File: src/rtl/rom_boot_copier.sv
// Boot-time copier: streams LENGTH bytes from a 1-cycle-latency ROM read port
// into the RAM write port at one byte per cycle, then raises done.
module rom_boot_copier #(
  parameter int ROM_ADDR_WIDTH = 8,
  parameter int RAM_ADDR_WIDTH = 10,
  parameter int LENGTH         = 256,
  parameter int RAM_BASE       = 0,
  parameter bit AUTO_START     = 1'b1
) (
  input  logic                      clk,
  input  logic                      reset,
  input  logic                      start,
  output logic [ROM_ADDR_WIDTH-1:0] rom_addr,
  output logic                      rom_rd,
  input  logic [7:0]                rom_data,
  output logic [RAM_ADDR_WIDTH-1:0] ram_addr,
  output logic [7:0]                ram_data,
  output logic                      ram_wr,
  output logic                      busy,
  output logic                      done
);

  typedef enum logic [1:0] {IDLE, COPY, FLUSH, DONE} state_t;

  localparam logic [ROM_ADDR_WIDTH-1:0] LAST_ADDR = ROM_ADDR_WIDTH'(LENGTH - 1);
  localparam logic [RAM_ADDR_WIDTH-1:0] BASE_ADDR = RAM_ADDR_WIDTH'(RAM_BASE);

  state_t                      state_reg, state_next;
  logic [ROM_ADDR_WIDTH-1:0]   rom_addr_reg, rom_addr_next;
  logic                        rom_rd_reg, rom_rd_next;
  logic [RAM_ADDR_WIDTH-1:0]   ram_addr_reg, ram_addr_next;
  logic                        ram_wr_reg, ram_wr_next;
  logic                        busy_reg, busy_next;
  logic                        done_reg, done_next;
  // Armed by reset so the first edge after release can launch a copy on its own.
  logic                        auto_reg;

  always_ff @(posedge clk or posedge reset) begin
    if (reset) begin
      state_reg    <= IDLE;
      rom_addr_reg <= '0;
      rom_rd_reg   <= 1'b0;
      ram_addr_reg <= BASE_ADDR;
      ram_wr_reg   <= 1'b0;
      busy_reg     <= 1'b0;
      done_reg     <= 1'b0;
      auto_reg     <= AUTO_START;
    end else begin
      state_reg    <= state_next;
      rom_addr_reg <= rom_addr_next;
      rom_rd_reg   <= rom_rd_next;
      ram_addr_reg <= ram_addr_next;
      ram_wr_reg   <= ram_wr_next;
      busy_reg     <= busy_next;
      done_reg     <= done_next;
      auto_reg     <= 1'b0;
    end
  end

  always_comb begin
    state_next    = state_reg;
    rom_addr_next = rom_addr_reg;
    rom_rd_next   = rom_rd_reg;
    busy_next     = busy_reg;
    done_next     = done_reg;
    // Write side trails the read side by exactly the ROM latency.
    ram_wr_next   = rom_rd_reg;
    ram_addr_next = ram_wr_reg ? ram_addr_reg + 1'b1 : ram_addr_reg;

    case (state_reg)
      IDLE, DONE: begin
        if (start || auto_reg) begin
          state_next    = COPY;
          rom_addr_next = '0;
          rom_rd_next   = 1'b1;
          busy_next     = 1'b1;
          done_next     = 1'b0;
          ram_addr_next = BASE_ADDR;
        end
      end
      COPY: begin
        // Stop at LAST_ADDR so a full-ROM copy never wraps back to address 0.
        if (rom_addr_reg < LAST_ADDR) begin
          rom_addr_next = rom_addr_reg + 1'b1;
        end else begin
          rom_rd_next = 1'b0;
          state_next  = FLUSH;
        end
      end
      FLUSH: begin
        state_next = DONE;
        busy_next  = 1'b0;
        done_next  = 1'b1;
      end
      default: state_next = IDLE;
    endcase
  end

  assign rom_addr = rom_addr_reg;
  assign rom_rd   = rom_rd_reg;
  assign ram_addr = ram_addr_reg;
  assign ram_data = rom_data;
  assign ram_wr   = ram_wr_reg;
  assign busy     = busy_reg;
  assign done     = done_reg;

endmodule

File: config.mk
export PLATFORM = sky130hd
export DESIGN_NAME = rom_boot_copier
export DESIGN_NICKNAME = d
export VERILOG_FILES = /design/src/rtl/rom_boot_copier.sv
export SDC_FILE = /design/constraint.sdc
export NUM_CORES = 1
export LEC_CHECK = 0
export BUFFER_PORTS_ARGS = -buffer_cell sky130_fd_sc_hd__buf_2
export CAP_MARGIN = 20
export CORE_MARGIN = 2
export CORE_UTILIZATION = 45
export CTS_CLUSTER_SIZE = 30
export DETAILED_ROUTE_END_ITERATION = 10
export PLACE_DENSITY = 0.72
export SLEW_MARGIN = 20
export SYNTH_ARGS = -nofsm -noshare
export SYNTH_HDL_FRONTEND = slang
export SYNTH_SLANG_ARGS = --single-unit
File: constraint.sdc
create_clock -name clk -period 2.6 [get_ports clk]
set_clock_uncertainty 0.1 [all_clocks]
set_input_delay 0.13 -clock clk [delete_from_list [all_inputs] [get_ports clk]]
set_output_delay 0.13 -clock clk [all_outputs]
set_load 0.02 [all_outputs]
# Word-level counts from Yosys, hierarchy flattened
# Index checks and enable logic that the tools add are counted.
dict set report totals {
  register_bits 25
  input_bits 11
  out_inout_bits 30
  wordCells 41
}
dict set report op_classes {
  add_sub_neg 2
  n_lt_le_gt_ge 1
  eq_ne 6
  muxes 15
  reduce_logical 9
}
# op count
set op_table {}
lappend op_table {{2-to-1 mux 10 bit} 3}
lappend op_table {{2-to-1 mux 8 bit} 2}
lappend op_table {{one-hot mux 8 bit (2 select lines)} 1}
lappend op_table {{adder 10 x 1 -> 10 bit (second input constant)} 1}
lappend op_table {{adder 8 x 1 -> 8 bit (second input constant)} 1}
lappend op_table {{< comparator 8 bit (second input constant)} 1}
lappend op_table {{inequality test 2 bit (second input constant)} 3}
lappend op_table {{one-hot mux 1 bit (2 select lines)} 3}
lappend op_table {{one-hot mux 2 bit (3 select lines)} 1}
lappend op_table {{AND reduction 3 bit} 2}
lappend op_table {{== test 2 bit (second input constant)} 2}
lappend op_table {{2-to-1 mux 2 bit} 2}
lappend op_table {{AND reduction 2 bit} 2}
lappend op_table {{nonzero test 2 bit} 2}
lappend op_table {{2-to-1 mux 1 bit} 3}
lappend op_table {{== test 2 x 1 -> 1 bit (second input constant)} 1}
lappend op_table {{zero test 2 bit} 1}
lappend op_table {{OR reduction 2 bit} 1}
lappend op_table {{logical OR 1 bit} 1}

# Logic depth before layout (Yosys ltp)
dict set report logic_depth {
  word_depth 4
  mapped_depth 7
  mapped_depth_nobuf 6
}

# Worst setup path before layout
# No wires, ideal clock.
dict set report synth_timing {
  path_type {reg-to-reg}
  from {register state_reg[0]}
  to {register rom_addr_reg[5], in the netlist rom_addr[5]}
  setup_ns 0.078
  arrival_time_ns 1.672
  required_time_ns 2.422
  path_slack_ns 0.751
  stages_incl_launch_ff 7
  n_path_buf 0
  period_less_slack_ns 1.849
  cell_sequence {dfrtp_1 inv_1 ha_1 or3b_1 o221ai_2 or4_1 a21oi_1}
}
dict set report synth_between {
  elab_chain_len 4
  elab_cells_between_ends 9
  classes_between {4 x eq/ne; 1 x mux; 4 x reduce/logical}
}
# element line
set synth_rtl {}
lappend synth_rtl {{start, declared} 28} ;# state_t state_reg, state_next;
lappend synth_rtl {{start signal, assigned} 49} ;# state_reg <= state_next;
lappend synth_rtl {{== test 2 bit or zero test 2 bit (tied branches)} 70} ;# case (state_reg)
lappend synth_rtl {{OR reduction 2 bit} 70}
lappend synth_rtl {{inequality test 2 bit (no source line) or nonzero test 2 bit (tied branches)} --}
lappend synth_rtl {{AND reduction 3 bit (no source line)} --}
lappend synth_rtl {{end signal, assigned} 50} ;# rom_addr_reg <= rom_addr_next;
lappend synth_rtl {{end, declared} 29} ;# logic [ROM_ADDR_WIDTH-1:0] rom_addr_reg, rom_addr_next;
# Parallel ways exist; a longest one is shown, timed or not.
# A chain may end at the register's enable or synchronous reset.

# Worst setup path in the final report
# Ends and elaborated chain as after synthesis.

==> metrics <==
RSZ-0062 raised after global routing=no; data arrival time of the worst path=2.35 ns; Syn Area/Cell=9.88 µm²; ys flop type=dfrtp_1; Worst setup SP type=register; register area share after synthesis=48.8%; chip height=57.4 µm; synth-to-layout area growth=9.64%; final worst-path cycle share=85.4%; largest net degree at the start of global routing=26; CP Max Fanout=15; antenna viol nets, final=0; WL/cell=13.5 µm; global-route wire length before repair=3970 µm; diodes inserted=0; Crit. End Element=register; largest area contributor in the netlist=dfrtp_1; Pins Over Slew Limit=0; layout cells sized above 1=20.8%; Clock Tree Buf Depth=2; total gr overflow=0; asr flop ratio synth=100%; post-DP HPWL=1740 µm; Register Area=627 µm²; measured slew at the worst slew-check pin=0.930 ns; iteration-0 DRC count of the detailed router=24; YS warnings=0; number of synthesized flops with an enable pin=0; fin area=1410 µm²; nets=166; CTS Buf Count=3; # clock sinks=25; DIE AREA=3300 µm²; Syn Nets=146; WL final=2420 µm; worst hold slack=0.158 ns; max_slew headroom=37.9%; die width=57.4 µm; multi-input logic area=552 µm²; core area=2730 µm²; count leader, synth=dfrtp_1; Initial DRT Pass Iterations=4; row count=19; drt via density=5.50; Seq cells post-synth=25; number of global-route vias before repair=899; Largest register FFs=10; count of cell types in the netlist=33; DP Area=1370 µm²; Starting Density=47.0%; crit path kind=register to register; Port Buf Inserts=24; commonest cells in the netlist=dfrtp_1 (24), nor2_1 (11), a21oi_1 (10); clock-pin slew on the worst setup and hold paths=0.15 ns; Worst-Skew Late Latency=0.32 ns; TritonCTS clock tree=done; Final TNS setup=0 ns; H-Tree Depth=1; maximum vdd drop=0.532 mV; Fillers=246; initial antenna violation count=0; Post-CTS Setup Inserts=0; Root Buffer=clkbuf_4; leakage=0.669 nW; Hold WC Path Type=input port to register; # Max-Cap Violations=0; Synth Instances=130; via count=990; shortest period the worst path allows=2.22 ns; status=finished clean; GP Congestion=0.783; final setup vio count=0; detailed-route DRC error count=0; PwrDens=967 nW/µm²; Synth Cell Area=1280 µm²; synth top area cells=dfrtp_1 (47%), ha_1 (4.9%), buf_4 (4.7%), a21oi_1 (3.9%), nor2_1 (3.2%); Max Clk Rate=450 MHz; Critical Path RT=2.73 ns; GRT Overall Usage=15.5%; final-report hold violation count=0; share of the synthesized area in the top cell type=46.7%; IO Pins=41
[placed cells by master, fill, tap and decap left out, drive strengths merged]
cell / netlist / layout
buf: 10 / 25
dfrtp: 24 / 24
nor2: 11 / 11
a21oi: 10 / 10
o21ai: 10 / 10
nand2: 7 / 7
inv: 7 / 7
nand4: 6 / 6
or3: 6 / 6
ha: 5 / 5
nand3: 4 / 4
xor2: 4 / 4
xnor2: 3 / 3
mux2i: 3 / 3
clkbuf: 1 / 3
a22o: 2 / 2
nor2b: 2 / 2
o31ai: 2 / 2
or4: 2 / 2
or3b: 1 / 1
o221ai: 1 / 1
o21a: 1 / 1
nor3: 1 / 1
and3: 1 / 1
nor4: 1 / 1
and2: 1 / 1
a21o: 1 / 1
o2bb2ai: 1 / 1
dfstp: 1 / 1
conb: 1 / 1
clkinv: 0 / 1
dlygate4sd3: 0 / 1
[final timing paths]
check                      cells past startpoint                startpoint                        to  slack [ns]
max in group asynchronous                      3                     reset     ram_addr[1]$_DFF_PP0_        1.38
hold / removal                                 4                     start  state_reg[1]$_DFFE_PP0P_        0.16
min in group asynchronous                      3                     reset   rom_addr[6]$_DFFE_PP0P_        0.43
setup / recovery                               6  state_reg[0]$_DFFE_PP0P_   rom_addr[5]$_DFFE_PP0P_        0.38
hold reg to reg                                0        rom_rd$_DFFE_PP0P_          ram_wr$_DFF_PP0_        0.38
setup reg to reg                               6  state_reg[0]$_DFFE_PP0P_   rom_addr[5]$_DFFE_PP0P_        0.38
[cell families (layout without fill, tap and decap cells)]
group | after synthesis | count (layout) | synth area share (%)
simple gates | 43 | 43 | 17.3
flops | 25 | 25 | 48.8
fa+ha+maj | 5 | 5 | 4.87
other cells | 1 | 1 | 0.292
xor+xnor | 7 | 7 | 4.77
compound gates | 28 | 28 | 13.3
buf+inv | 18 | 37 | 8.28
mux | 3 | 3 | 2.34
[per-layer routing]
layer	GRT usage [%]	part of all wire, %	vias up
li1	-	-	485
met1	20.7	47	478
met2	24.2	48	25
met3	2.95	4.8	2
met4	7.31	0.70	0
met5	0	0	-
[power by group]
| group | internal [mW] | total [mW] | switching [mW] |
|---|---|---|---|
| clock network | 0.0576 | 0.174 | 0.117 |
| logic | 0.227 | 0.613 | 0.386 |
| registers | 0.475 | 0.574 | 0.0986 |
[layout make-up]
type / instances / share of cell area, %
Clock inverter: 1 / 0.355
Sequential cell: 25 / 44.5
Tap cell: 31 / 2.75
Clock buffer: 3 / 1.60
Inverter: 7 / 1.87
Timing Repair Buffer: 26 / 9.77
Multi-Input combinational cell: 87 / 39.2
[repair_timing]
action,CTS,global route
hold buffers,1,0
endpoints found under the hold margin,24,0
resized for setup,0,0
[through the flow]
step / total power [mW] / utilization (%) / instances / setup slack, ns
floorplan: 1.07 / - / 130 / 0.751
global placement: 1.17 / 50.2 / 175 / 0.563
detailed placement: 1.19 / 50.2 / 175 / 0.426
CTS: 1.37 / 51.5 / 180 / 0.381
global route: 1.48 / 51.5 / 180 / 0.309
finish: 1.36 / 51.5 / 180 / 0.380
[worst max-delay path, stage by stage, from the launching register on]
cell      delay (ns)
dfrtp_1         0.40
inv_1           0.07
ha_1            0.40
or3b_1          0.21
o221ai_2        0.23
or4_1           0.54
a21oi_1         0.19
Power figures use the tool's default switching activity.
